<file path="config.mk">
export PLATFORM = sky130hd
export DESIGN_NAME = pcs_am_insert
export DESIGN_NICKNAME = d
export VERILOG_FILES = /design/src/rtl/pcs_am_insert.sv
export SDC_FILE = /design/constraint.sdc
export NUM_CORES = 1
export LEC_CHECK = 0
export CORE_AREA = 2 2 207 209
export CTS_CLUSTER_SIZE = 24
export DETAILED_ROUTE_END_ITERATION = 8
export DIE_AREA = 0 0 209 211
export GPL_ROUTABILITY_DRIVEN = 0
export PLACE_DENSITY = 0.66
export SLEW_MARGIN = 20
export SYNTH_ARGS = -nofsm -noshare
export SYNTH_HDL_FRONTEND = slang
export SYNTH_SLANG_ARGS = --single-unit
</file>
<file path="constraint.sdc">
create_clock -name clk -period 3.2 [get_ports clk]
set_clock_uncertainty 0.15 [all_clocks]
set_input_delay 0.32 -clock clk [delete_from_list [all_inputs] [get_ports clk]]
set_output_delay 0.32 -clock clk [all_outputs]
set_load 0.01 [all_outputs]
</file>
<file path="src/rtl/pcs_am_insert.sv">
// pcs_am_insert -- 40G/100G PCS alignment-marker insertion.
//
// Every AM_CNT_N+1 slots one slot is reserved for alignment markers. In that
// slot the input is stalled (ready_o=0) and every lane emits its marker block.
// Other slots pass accepted blocks through with one cycle of latency. Marker
// spacing counts accepted blocks, not clock cycles.
//
// Optional feature macro: PCS_AM_BIP_EN. When it is defined, a per-lane BIP-8
// accumulator is kept and its value is written into the marker's BIP3/BIP7
// bytes. Without it, markers carry BIP3=0x00 and BIP7=0xFF.
//
// Ports (pcs_am_insert):
//   clk      single clock
//   nreset   synchronous active-low reset
//   valid_i  all lanes carry a valid block
//   head_i   per-lane sync headers, LANE_N*HEAD_W bits
//   data_i   per-lane scrambled payloads, LANE_N*DATA_W bits
//   ready_o  input accepted when high with valid_i (low in the marker slot)
//   valid_o  output blocks valid
//   am_v_o   output cycle carries alignment markers
//   head_o   per-lane output sync headers
//   data_o   per-lane output payloads
//
// Ports (pcs_am_lane, one per lane):
//   am_slot  current slot is the marker slot
//   take     a data block is accepted this cycle
//   head/data  lane input block; head_q/data_q  registered lane output

module pcs_am_lane #(
  parameter int          DATA_W = 64,
  parameter int          HEAD_W = 2,
  parameter logic [23:0] AM     = 24'h0
) (
  input  logic              clk,
  input  logic              nreset,
  input  logic              am_slot,
  input  logic              take,
  input  logic [HEAD_W-1:0] head,
  input  logic [DATA_W-1:0] data,
  output logic [HEAD_W-1:0] head_q,
  output logic [DATA_W-1:0] data_q
);
  localparam logic [HEAD_W-1:0] AM_HEAD = HEAD_W'(2'b10);

  logic [7:0]  bip3;
  logic [63:0] am_word;

  // Byte 0 (M0) sits in the low byte; bytes 4..7 are the inverted copies.
  assign am_word = {~bip3, ~AM[23:16], ~AM[15:8], ~AM[7:0], bip3, AM};

  always_ff @(posedge clk) begin
    if (!nreset) begin
      head_q <= '0;
      data_q <= '0;
    end else if (am_slot) begin
      head_q <= AM_HEAD;
      data_q <= DATA_W'(am_word);
    end else if (take) begin
      head_q <= head;
      data_q <= data;
    end
  end

`ifdef PCS_AM_BIP_EN
  // BIP-8 lane map: payload bit j lands on BIP bit j mod 8; the two sync
  // header bits (transmitted first) land on BIP bits 3 and 4.
  function automatic logic [7:0] bip_of(input logic [HEAD_W-1:0] h,
                                        input logic [DATA_W-1:0] d);
    logic [7:0] b;
    b = '0;
    for (int j = 0; j < DATA_W; j++) b[j % 8] = b[j % 8] ^ d[j];
    for (int k = 0; k < HEAD_W; k++) b[(k + 3) % 8] = b[(k + 3) % 8] ^ h[k];
    return b;
  endfunction

  logic [7:0] acc;
  assign bip3 = acc;

  // The marker block restarts the accumulation: its own contribution is the
  // seed for the next period.
  always_ff @(posedge clk) begin
    if (!nreset)      acc <= '0;
    else if (am_slot) acc <= bip_of(AM_HEAD, DATA_W'(am_word));
    else if (take)    acc <= acc ^ bip_of(head, data);
  end
`else
  assign bip3 = 8'h00;
`endif
endmodule

module pcs_am_insert #(
  parameter int                   LANE_N   = 4,
  parameter int                   DATA_W   = 64,
  parameter int                   HEAD_W   = 2,
  parameter int                   AM_CNT_N = 16383,
  parameter logic [LANE_N*24-1:0] AM_LANE  =
    {24'h3D79A2, 24'h9B65C5, 24'hE6C4F0, 24'h477690}
) (
  input  logic                     clk,
  input  logic                     nreset,
  input  logic                     valid_i,
  input  logic [LANE_N*HEAD_W-1:0] head_i,
  input  logic [LANE_N*DATA_W-1:0] data_i,
  output logic                     ready_o,
  output logic                     valid_o,
  output logic                     am_v_o,
  output logic [LANE_N*HEAD_W-1:0] head_o,
  output logic [LANE_N*DATA_W-1:0] data_o
);
  localparam int CW = (AM_CNT_N < 1) ? 1 : $clog2(AM_CNT_N + 1);

  logic [CW-1:0] cnt;
  logic          am_slot;
  logic          take;

  assign am_slot = (cnt == '0);
  assign ready_o = !am_slot;
  assign take    = valid_i && !am_slot;

  // Counter only advances on accepted blocks, so idle cycles stretch the
  // period instead of shortening the marker spacing.
  always_ff @(posedge clk) begin
    if (!nreset) begin
      cnt     <= '0;
      valid_o <= 1'b0;
      am_v_o  <= 1'b0;
    end else begin
      valid_o <= am_slot || take;
      am_v_o  <= am_slot;
      if (am_slot)   cnt <= CW'(1);
      else if (take) cnt <= (cnt == CW'(AM_CNT_N)) ? '0 : cnt + CW'(1);
    end
  end

  for (genvar l = 0; l < LANE_N; l++) begin : g_lane
    pcs_am_lane #(
      .DATA_W (DATA_W),
      .HEAD_W (HEAD_W),
      .AM     (AM_LANE[l*24 +: 24])
    ) u_lane (
      .clk     (clk),
      .nreset  (nreset),
      .am_slot (am_slot),
      .take    (take),
      .head    (head_i[l*HEAD_W +: HEAD_W]),
      .data    (data_i[l*DATA_W +: DATA_W]),
      .head_q  (head_o[l*HEAD_W +: HEAD_W]),
      .data_q  (data_o[l*DATA_W +: DATA_W])
    );
  end
endmodule

</file>
==> results of run 1 <==
==> registers in the layout (all words and copies together), names as in the netlist <==
register,count
am_v_o,1
g_lane.u_lane.head_q,8
valid_o,1
g_lane.u_lane.data_q,256
cnt,14
==> kinds of logic after synthesis <==
logic type,synth area share
xor+xnor,0.009221
compound gates,0.08180
flops,0.5365
fa+ha+maj,0.002395
mux,0.2539
simple gates,0.07054
buf+inv,0.04563
==> through the flow <==
step | utilization | std cells | setup WS, ns | hold WS (ns) | total power [mW]
after floorplan | - | 954 | 1.528 | 0.2875 | 4.569
after global placement | 0.3880 | 1967 | 0.9850 | 0.3216 | 5.441
after detailed placement | 0.3880 | 1967 | 0.9526 | 0.3297 | 5.463
after CTS | 0.4131 | 2024 | 0.4702 | 0.1399 | 9.108
after global routing | 0.4131 | 2024 | 0.3833 | 0.1707 | 9.360
final | 0.4131 | 2024 | 0.5235 | 0.1641 | 8.959
==> worst paths after layout <==
kind,endpoint,slack (ns),depth (start not counted)
setup / recovery,ready_o,0.52,5
hold / removal,cnt[1]$_SDFFE_PP0N_,0.16,3
setup reg to reg,cnt[0]$_SDFFE_PN0P_,0.94,7
hold reg to reg,g_lane[3].u_lane.data_q[17]$_SDFFE_PP0N_,0.34,2
==> synthesized netlist by cell type <==
library cell  number  area, um2
mux2i_1          265       2653
and3_1             1      6.260
buf_2             39      195.2
o21ai_0            1      5.000
nor4b_2            1      15.01
xor2_1             4      35.03
buf_4              3      22.52
nor3b_1            1      7.510
and4_1             1      8.760
o21a_1             1      7.510
xnor2_1            7      61.31
clkbuf_1          17      63.81
inv_2              1      3.750
nand4_2            1      12.51
a31o_2             1      8.760
nor4_1             4      25.02
nor2_1           148      555.5
dfxtp_1          280       5605
a41o_1             1      10.01
nand3_1            4      20.02
nor4_2             1      12.51
ha_1               2      25.02
o211ai_1           1      7.510
nor3_1             6      30.03
a21oi_2           40      350.3
buf_6             15      168.9
inv_1              5      18.77
nand4_1            4      25.02
a21oi_1           93      465.5
buf_1              1      3.750
nand2_1            5      18.77
==> final cells by class <==
class                      instances  area [um2]
clock inverter                    12       126.4
sequential                       280        5605
multi-input combinational        593        4377
tap                              539       674.4
fill                            4014       24510
inverter                           6       25.02
timing repair buffer             549        5523
clock buffer                      45       918.4
==> critical path: cells and delay by family (launching register included) <==
family / cells / cell delay (ns)
buffers and inverters: 2 / 0.67
AND/OR/NAND/NOR: 2 / 0.49
adder cells (fa/ha/maj): 1 / 0.14
flip-flops: 1 / 0.34
==> metal layers <==
layer | up-vias | wire, um
met1 | 4008 | 13000
met2 | 353 | 15920
met4 | 0 | 644
met5 | - | 0
li1 | 4316 | -
met3 | 40 | 3249
==> power breakdown <==
| group | internal, mW | switching, mW |
|---|---|---|
| combinational | 0.903 | 0.645 |
| clock | 2.15 | 1.43 |
| sequential | 3.71 | 0.120 |
| total | 6.77 | 2.19 |
==> impl_results.md, run 1 <==
- Outcome: finished, final reports clean
- Syn-to-layout area delta: 65.10%
- GR peak layer: met2
- Clock Latency Late Sink: 0.56 ns
- Met3 GRT Util: 0.05308
- First DRT Iteration DRCs: 297
- Clock slew at reported path FFs: 0.06 ns
- Cts repair resizes: 0
- Period minus WS final: 2.676 ns
- Start of the worst register-to-register path: cnt[0]$_SDFFE_PN0P_
- Total Routing Usage GR: 0.1407
- Critical Path Fanout Max: 5
- Static Leak: 6.981 nW
- Post-route ant nets: 0
- Mapped Area: 10,450 um2
- CP max stage cell: clkdlybuf4s50_1
- CP startpoint kind: register
- Max Root-Sink Buffers: 3
- #FFs+latches synth: 280
- Root buf cell: clkbuf_16
- TritonCTS Buffers: 31
- Slew HR: 0.4935
- Residual DRC: 0
- Drt wl/cell: 16.21 um
- Setup Fix Bufs, Post-CTS: 0
- Vias in the first global route: 8,982
- Post-route design area: 17,250 um2
- Proportion of layout cells with a drive suffix above 1: 0.07744
- Max Slew Vio Count: 0
- TritonCTS clock tree: done
- Synthesized instance count: 954
- Commonest cells after routing, fill and taps aside: clkdlybuf4s50_1 (532), dfxtp_1 (280), mux2i_1 (265), nor2_1 (148), a21oi_1 (93)
- CP Capture Type: output port
- Final hold violations: 0
- DR vias: 8,717
- Crit path largest cell delay: 0.59 ns
- # H-tree levels: 1
- Antenna violations before repair: 0
- GR Util met2: 0.2480
- Sequential area share after synthesis: 0.5365
- VDD IR max: 339.2 uV
- Initial core utilization: 0.2502
- Cts hold-fix bufs: 0
- Crit path cell chain: inv_1, ha_1, nor4b_2, nand4_1, clkdlybuf4s50_1
- Detailed Route WL: 32,810 um
- DP Wirelength: 23,770 um
- Die X: 209 um
- Io pins: 534
- Ys Warns: 0
- PD cells: 519.4 nW/um2
- Critical path class: reg2out
- Largest net degree at the start of global routing: 136
- Synth cell types: 31
- Die H: 211 um
- Actual slew at the worst max-slew pin: 0.7597 ns
- Core ar.: 41,760 um2
- Top achievable clock speed: 373.6 MHz
- Post-route clock period utilization: 0.8364
- Vias per cell: 4.307
- HP Class: in2reg
- Diodes inserted: 0
- Final nets: 1,730
- Signal arrival time at the worst endpoint: 2.21 ns
- FP Rows: 75
- Port Buf Inserts: 533
- First-pass DRT Iterations: 4
- Setup TNS Final: 0 ns
- Syn nets: 1,223
- Worst Hold Launch: valid_i
- Worst EP required: 2.73 ns
- First-pass GRT wire length: 50,370 um
- Post-DP Area: 16,200 um2
- Grt total ovfl: 0
- Max Cap Viol: 0
- RSZ-0062 raised after global routing: false
- Clk sinks: 280
- Met1 GRT Util: 0.1596
- Final setup fails: 0
- Die footprint: 44,100 um2
- Synth Area per Inst: 10.95 um2
- Crit path launch: cnt[0]$_SDFFE_PN0P_
- Commonest non-fill, non-tap cell in the layout: clkdlybuf4s50_1
Note: power is estimated with default switching activity, not from simulation.
==> run 2, diff against run 1 <==
--- a/config.mk
+++ b/config.mk
@@ -5,12 +5,12 @@
 export SDC_FILE = /design/constraint.sdc
 export NUM_CORES = 1
 export LEC_CHECK = 0
-export CORE_AREA = 2 2 207 209
+export CORE_AREA = 2 2 208 210
 export CTS_CLUSTER_SIZE = 24
 export DETAILED_ROUTE_END_ITERATION = 8
-export DIE_AREA = 0 0 209 211
+export DIE_AREA = 0 0 210 212
 export GPL_ROUTABILITY_DRIVEN = 0
-export PLACE_DENSITY = 0.66
+export PLACE_DENSITY = 0.65
 export SLEW_MARGIN = 20
 export SYNTH_ARGS = -nofsm -noshare
 export SYNTH_HDL_FRONTEND = slang
==> constraint.sdc (replaced) <==
create_clock -name clk -period 2.6 [get_ports clk]
set_clock_uncertainty 0.15 [all_clocks]
set_input_delay 0.26 -clock clk [delete_from_list [all_inputs] [get_ports clk]]
set_output_delay 0.26 -clock clk [all_outputs]
set_load 0.01 [all_outputs]
==> impl_results.md, run 2 (synthesis results as in run 1) <==
- Setup Fix Bufs, Post-CTS: 0 (unchanged)
- Period minus WS final: 2.395 ns
- Cts hold-fix bufs: 0 (unchanged)
- Min-Delay Endpoint: cnt[2]$_SDFFE_PP0N_
- Actual slew at the worst max-slew pin: 0.7768 ns (+0.01707 ns)
- Top achievable clock speed: 417.5 MHz
- Max Slew Vio Count: 0 (unchanged)
- Hold Worst Slack: 0.07864 ns (-0.08548 ns)
- Detailed Route WL: 34,540 um (+5.3%)
- Post-DP Area: 16,290 um2 (+0.52%)
- Post-route ant nets: 0 (unchanged)
- FF-to-FF setup slack: 0.46 ns (-0.48 ns)
- Outcome: finished, final reports clean
- Pre-CTS setup slack: 0.5178 ns (-0.4348 ns)
- Start of the worst register-to-register path: cnt[0]$_SDFFE_PN0P_
- Static Leak: 6.966 nW (-0.21%)
- Final WS setup: 0.2049 ns (-0.3186 ns)
- Max FFs per register: 256 (unchanged)
- VDD IR max: 428.4 uV (+26%)
- Non-filler instance count after layout: 2,032 (+0.40%)
- TritonCTS clock tree: done
- Max Cap Viol: 0 (unchanged)
- Vias per cell: 4.344 (+0.85%)
- Vias in the first global route: 9,163 (+2.0%)
- Die footprint: 44,520 um2 (+0.95%)
- Signal arrival time at the worst endpoint: 1.99 ns (-0.22 ns)
- Clk sinks: 280 (unchanged)
- Largest net degree at the start of global routing: 135 (-0.74%)
- Final nets: 1,735 (+0.29%)
- Worst Hold Launch: valid_i
- FP Rows: 76 (+1.3%)
- Diodes inserted: 0 (unchanged)
- Root buf cell: clkbuf_16
- Reg-to-reg endpoint: g_lane[1].u_lane.data_q[41]$_SDFFE_PN0P_
- Placed cell count: 1,979 (+0.61%)
- Max Root-Sink Buffers: 3 (unchanged)
- CP Capture Type: output port
- Setup TNS Final: 0 ns (unchanged)
- Critical Path Fanout Max: 5 (unchanged)
- Top flop regs: g_lane.u_lane.data_q (256), cnt (14), g_lane.u_lane.head_q (8)
- First DRT Iteration DRCs: 416 (+40%)
- RSZ-0062 raised after global routing: false
- Clock Latency Late Sink: 0.57 ns (about the same)
- Total chip power: 10.77 mW (+20%)
- Die X: 210 um (+0.48%)
- Core ar.: 42,510 um2 (+1.8%)
- CP startpoint kind: register
- FILL cells: 4,092 (+1.9%)
- Port Buf Inserts: 533 (unchanged)
- Die H: 212 um (+0.47%)
- Syn-to-layout area delta: 64.95% (about the same)
- Cts repair resizes: 1 (+1)
- Most flop-heavy register: g_lane.u_lane.data_q
- Critical path class: reg2out
- Slew HR: 0.4822 (-0.01138)
- Worst EP required: 2.19 ns (-0.54 ns)
- Post-route design area: 17,230 um2 (about the same)
- Clock slew at reported path FFs: 0.06 ns (about the same)
- Residual DRC: 0 (unchanged)
- DP Wirelength: 24,870 um (+4.6%)
- TritonCTS Buffers: 31 (unchanged)
- Final setup fails: 0 (unchanged)
- Io pins: 534 (unchanged)
- Antenna violations before repair: 0 (unchanged)
- Total Routing Usage GR: 0.1465 (+0.005792)
- Commonest non-fill, non-tap cell in the layout: clkdlybuf4s50_1
- Post-route clock period utilization: 0.9212
- First-pass DRT Iterations: 4 (unchanged)
- Grt total ovfl: 0 (unchanged)
- # H-tree levels: 1 (unchanged)
- Commonest cells after routing, fill and taps aside: clkdlybuf4s50_1 (531), dfxtp_1 (280), mux2i_1 (265), nor2_1 (148), a21oi_1 (93)
- Proportion of layout cells with a drive suffix above 1: 0.07537 (-0.002071)
- Post-layout util: 0.4054 (-0.007642)
- DR vias: 8,826 (+1.3%)
- First-pass GRT wire length: 52,000 um (+3.2%)
- Drt wl/cell: 17.00 um (+4.9%)
- PD cells: 625.2 nW/um2 (+20%)
- Hold Path Depth: 4 (+1)
- R2R depth: 6 (-1)
- HP Class: in2reg
- Final hold violations: 0 (unchanged)
- Initial core utilization: 0.2458 (-0.004397)
run 2: cell count changes in the layout (fill, tap and decap cells not counted), sizes merged, moves of 2 or more:
cell,previous run,this run
bufinv,2,0
inv,9,7
clkinv,6,4
buf,17,22
clkbuf,45,47
run 2: worst max-delay path, stage by stage (launching register included):
cell,delay [ns]
dfxtp_1,0.34
inv_1,0.08
ha_1,0.14
nor4b_2,0.25
nand4_1,0.25
dlygate4sd2_1,0.37
run 2: layout make-up:
type                            instances  area, um2  share of cell area
Timing Repair Buffer                  554       5597              0.3248
Tap cell                              546      683.2             0.03964
Clock inverter                          6      40.04            0.002323
Clock buffer                           47      905.9             0.05257
Multi-Input combinational cell        593       4377              0.2540
Sequential cell                       280       5605              0.3253
Inverter                                6      25.02            0.001452
run 2: routing by layer:
metal  vias to the layer above  track usage  share of wire
met5                         -            0         0.0015
met4                         2      0.03840          0.019
met3                        45      0.05672          0.098
met2                       362       0.2548           0.48
met1                      4111       0.1682           0.40
li1                       4306            -              -
run 2: worst max-delay path by stage:
stage | depth (start not counted) | start | endpoint | slack [ns]
finish | 5 | cnt[0]$_SDFFE_PN0P_ | ready_o | 0.20
CTS | 5 | cnt[0]$_SDFFE_PN0P_ | ready_o | 0.13
floorplan | 7 | cnt[0]$_SDFFE_PN0P_ | g_lane[0].u_lane.data_q[34]$_SDFFE_PN0P_ | 0.95
global route | 5 | cnt[0]$_SDFFE_PN0P_ | ready_o | 0.02
detailed placement | 6 | cnt[0]$_SDFFE_PN0P_ | g_lane[1].u_lane.data_q[40]$_SDFFE_PN0P_ | 0.52
global placement | 6 | cnt[0]$_SDFFE_PN0P_ | g_lane[1].u_lane.data_q[40]$_SDFFE_PN0P_ | 0.55
run 2: where the power goes:
group	switching, mW	internal [mW]
Combinational	0.810	1.12
Sequential	0.146	4.57
Clock	1.75	2.38
Total	2.70	8.07
==> run 3, diff against run 2 <==
==> constraint.sdc (replaced) <==
create_clock -name clk -period 2.23 [get_ports clk]
set_clock_uncertainty 0.15 [all_clocks]
set_input_delay 0.223 -clock clk [delete_from_list [all_inputs] [get_ports clk]]
set_output_delay 0.223 -clock clk [all_outputs]
set_load 0.01 [all_outputs]
==> impl_results.md, run 3 (synthesis results as in run 1) <==
- Slew HR: 0.5128 (+0.03068)
- First-pass GRT wire length: 51,230 um (-1.5%)
- Vias in the first global route: 9,101 (-0.68%)
- Crit path largest cell delay: 0.38 ns (about the same)
- Max FFs per register: 256 (unchanged)
- # H-tree levels: 1 (unchanged)
- Min-Delay Endpoint: g_lane[3].u_lane.data_q[29]$_SDFFE_PP0N_
- Vias per cell: 4.321 (-0.51%)
- Final hold violations: 0 (unchanged)
- Worst EP required: 2.48 ns (+0.29 ns)
- Largest net degree at the start of global routing: 135 (unchanged)
- Period minus WS final: 2.050 ns
- Syn-to-layout area delta: 66.68%
- Core ar.: 42,510 um2 (unchanged)
- Top flop regs: g_lane.u_lane.data_q (256), cnt (14), g_lane.u_lane.head_q (8)
- Clock network fraction of total power: 0.396 (+0.013)
- Io pins: 534 (unchanged)
- Reg power frac: 0.427 (-0.011)
- Cell mode on critical path: buf_4
- FP Rows: 76 (unchanged)
- Outcome: finished, final reports clean
- Top achievable clock speed: 487.7 MHz
- CP Capture Type: register
- Commonest non-fill, non-tap cell in the layout: clkdlybuf4s50_1
- TritonCTS Buffers: 31 (unchanged)
- RSZ-0062 raised after global routing: false
- Antenna violations before repair: 1 (+1)
- Highest Signal Layer: met5
- Clock Latency Late Sink: 0.55 ns (-0.02 ns)
- HP Class: in2reg
- Setup TNS Final: 0 ns (unchanged)
- Actual slew at the worst max-slew pin: 0.7308 ns (-0.04602 ns)
- DR vias: 8,837 (+0.12%)
- Final setup fails: 0 (unchanged)
- R2R depth: 8 (+2)
- Storage cell area: 5605 um2 (unchanged)
- Worst Hold Launch: data_i[221]
- WL met1: 13,290 um (-3.4%)
- Hold Path Depth: 3 (-1)
- Multi-input logic area: 4394 um2 (+0.40%)
- Root buf cell: clkbuf_16
- Power share of the combinational group: 0.177 (-0.002)
- FILL cells: 4,113 (+0.51%)
- Critical path buffers and inverters: 4 (+2)
- CP max stage cell: dfxtp_1
- Crit path cell chain: inv_1, ha_1, nor4b_4, nand4_1, buf_4, buf_12, buf_4, a21oi_1
- Die H: 212 um (unchanged)
- Max Slew Vio Count: 0 (unchanged)
- Clock slew at reported path FFs: 0.06 ns (about the same)
- TritonCTS clock tree: done
- Post-route design area: 17,410 um2 (+1.1%)
- Final nets: 1,743 (+0.46%)
- First-pass DRT Iterations: 4 (unchanged)
- Critical Path Fanout Max: 51 (+46)
- Crit-path leading delay family: buffers and inverters
- CP startpoint kind: register
- Signal arrival time at the worst endpoint: 2.30 ns (+0.31 ns)
- Commonest cells after routing, fill and taps aside: clkdlybuf4s50_1 (531), dfxtp_1 (280), mux2i_1 (265), nor2_1 (148), a21oi_1 (93)
- Reg-to-reg endpoint: g_lane[0].u_lane.data_q[12]$_SDFFE_PN0P_
- Critical path class: reg2reg
- Detailed Route WL: 34,280 um (-0.76%)
- PD cells: 739.8 nW/um2 (+18%)
- Sw Share: 0.2460 (-0.005080)
- Most flop-heavy register: g_lane.u_lane.data_q
- DP Wirelength: 25,350 um (+1.9%)
- Clk sinks: 280 (unchanged)
- Int Pwr: 9.714 mW (+20%)
- Post-route clock period utilization: 0.9195
- Residual DRC: 0 (unchanged)
- Port Buf Inserts: 533 (unchanged)
- Total Routing Usage GR: 0.1442 (-0.002255)
- Initial core utilization: 0.2458 (unchanged)
- Met2 wire length: 16,450 um (-1.3%)
- Post-DP Area: 16,360 um2 (+0.43%)
- WL met3: 3664 um (+7.8%)
- Grt total ovfl: 0 (unchanged)
- Max Root-Sink Buffers: 3 (unchanged)
- Static Leak: 7.071 nW (+1.5%)
- Crit. path cell count: 8 (+3)
- Proportion of layout cells with a drive suffix above 1: 0.08545 (+0.01008)
- Die footprint: 44,520 um2 (unchanged)
- Start of the worst register-to-register path: cnt[0]$_SDFFE_PN0P_
- FF-to-FF setup slack: 0.18 ns (-0.28 ns)
- Drt wl/cell: 16.76 um (-1.4%)
- VDD IR max: 588.8 uV (+37%)
- Post-route ant nets: 0 (unchanged)
- First DRT Iteration DRCs: 300 (-28%)
- Sw Pwr: 3.169 mW (+17%)
- Die X: 210 um (unchanged)
- Max Cap Viol: 0 (unchanged)
run 3: what timing repair did:
| item | CTS | global route |
|---|---|---|
| pin swaps | 1 | 0 |
| gates resized for setup | 5 | 1 |
| hold buffers | 1 | 0 |
| endpoints found under the hold margin | 11 | 0 |
| endpoints found under the setup margin | 1 | 1 |
| cloned | 0 | 0 |
| setup buffers | 0 | 1 |
run 3: tightest hold or removal path, cell delays in order:
cell	delay [ns]
clkdlybuf4s50_1	0.39
mux2i_1	0.13
nor2_1	0.05
run 3: worst max-delay path by stage:
| stage | from | to | slack (ns) |
|---|---|---|---|
| final | cnt[0]$_SDFFE_PN0P_ | g_lane[0].u_lane.data_q[12]$_SDFFE_PN0P_ | 0.18 |
| after global routing | cnt[0]$_SDFFE_PN0P_ | ready_o | 0.02 |
| after CTS | cnt[0]$_SDFFE_PN0P_ | ready_o | 0.02 |
| after detailed placement | cnt[0]$_SDFFE_PN0P_ | g_lane[0].u_lane.data_q[12]$_SDFFE_PN0P_ | 0.19 |
| after global placement | cnt[0]$_SDFFE_PN0P_ | g_lane[2].u_lane.data_q[63]$_SDFFE_PN0P_ | 0.24 |
| after floorplan | cnt[0]$_SDFFE_PN0P_ | g_lane[0].u_lane.data_q[34]$_SDFFE_PN0P_ | 0.58 |
run 3: layer usage:
layer | vias to the layer above | GRT usage
li1 | 4343 | -
met1 | 4077 | 0.1601
met2 | 363 | 0.2509
met3 | 52 | 0.06115
met4 | 2 | 0.04378
met5 | - | 0
run 3: final cells by class:
class / count / share of cell area
flip-flops and latches: 280 / 0.3219
diodes: 1 / 0.0001437
well taps: 546 / 0.03923
clock inverters: 16 / 0.009197
inverters: 6 / 0.001437
repair buffers: 562 / 0.3262
multi-input cells: 593 / 0.2523
clock buffers: 41 / 0.04958
run 3: stage by stage:
stage / worst slack [ns] / hold WS (ns) / utilization / total power [mW] / instances
after floorplan: 0.5835 / 0.1905 / - / 6.557 / 954
after global placement: 0.2402 / 0.3218 / 0.3848 / 7.874 / 1985
after detailed placement: 0.1865 / 0.3299 / 0.3848 / 7.904 / 1985
after CTS: 0.01998 / 0.09297 / 0.4092 / 13.11 / 2043
after global routing: 0.02139 / 0.1084 / 0.4096 / 13.46 / 2044
final: 0.1795 / 0.1322 / 0.4097 / 12.88 / 2045
run 3: power groups by stage:
stage	logic (mW)	clock network, mW	registers (mW)
2_1_floorplan	0.821	0	5.74
3_3_place_gp	2.27	0	5.60
3_5_place_dp	2.30	0	5.61
4_1_cts	2.31	5.30	5.51
5_1_grt	2.44	5.48	5.54
6_report	2.28	5.10	5.50
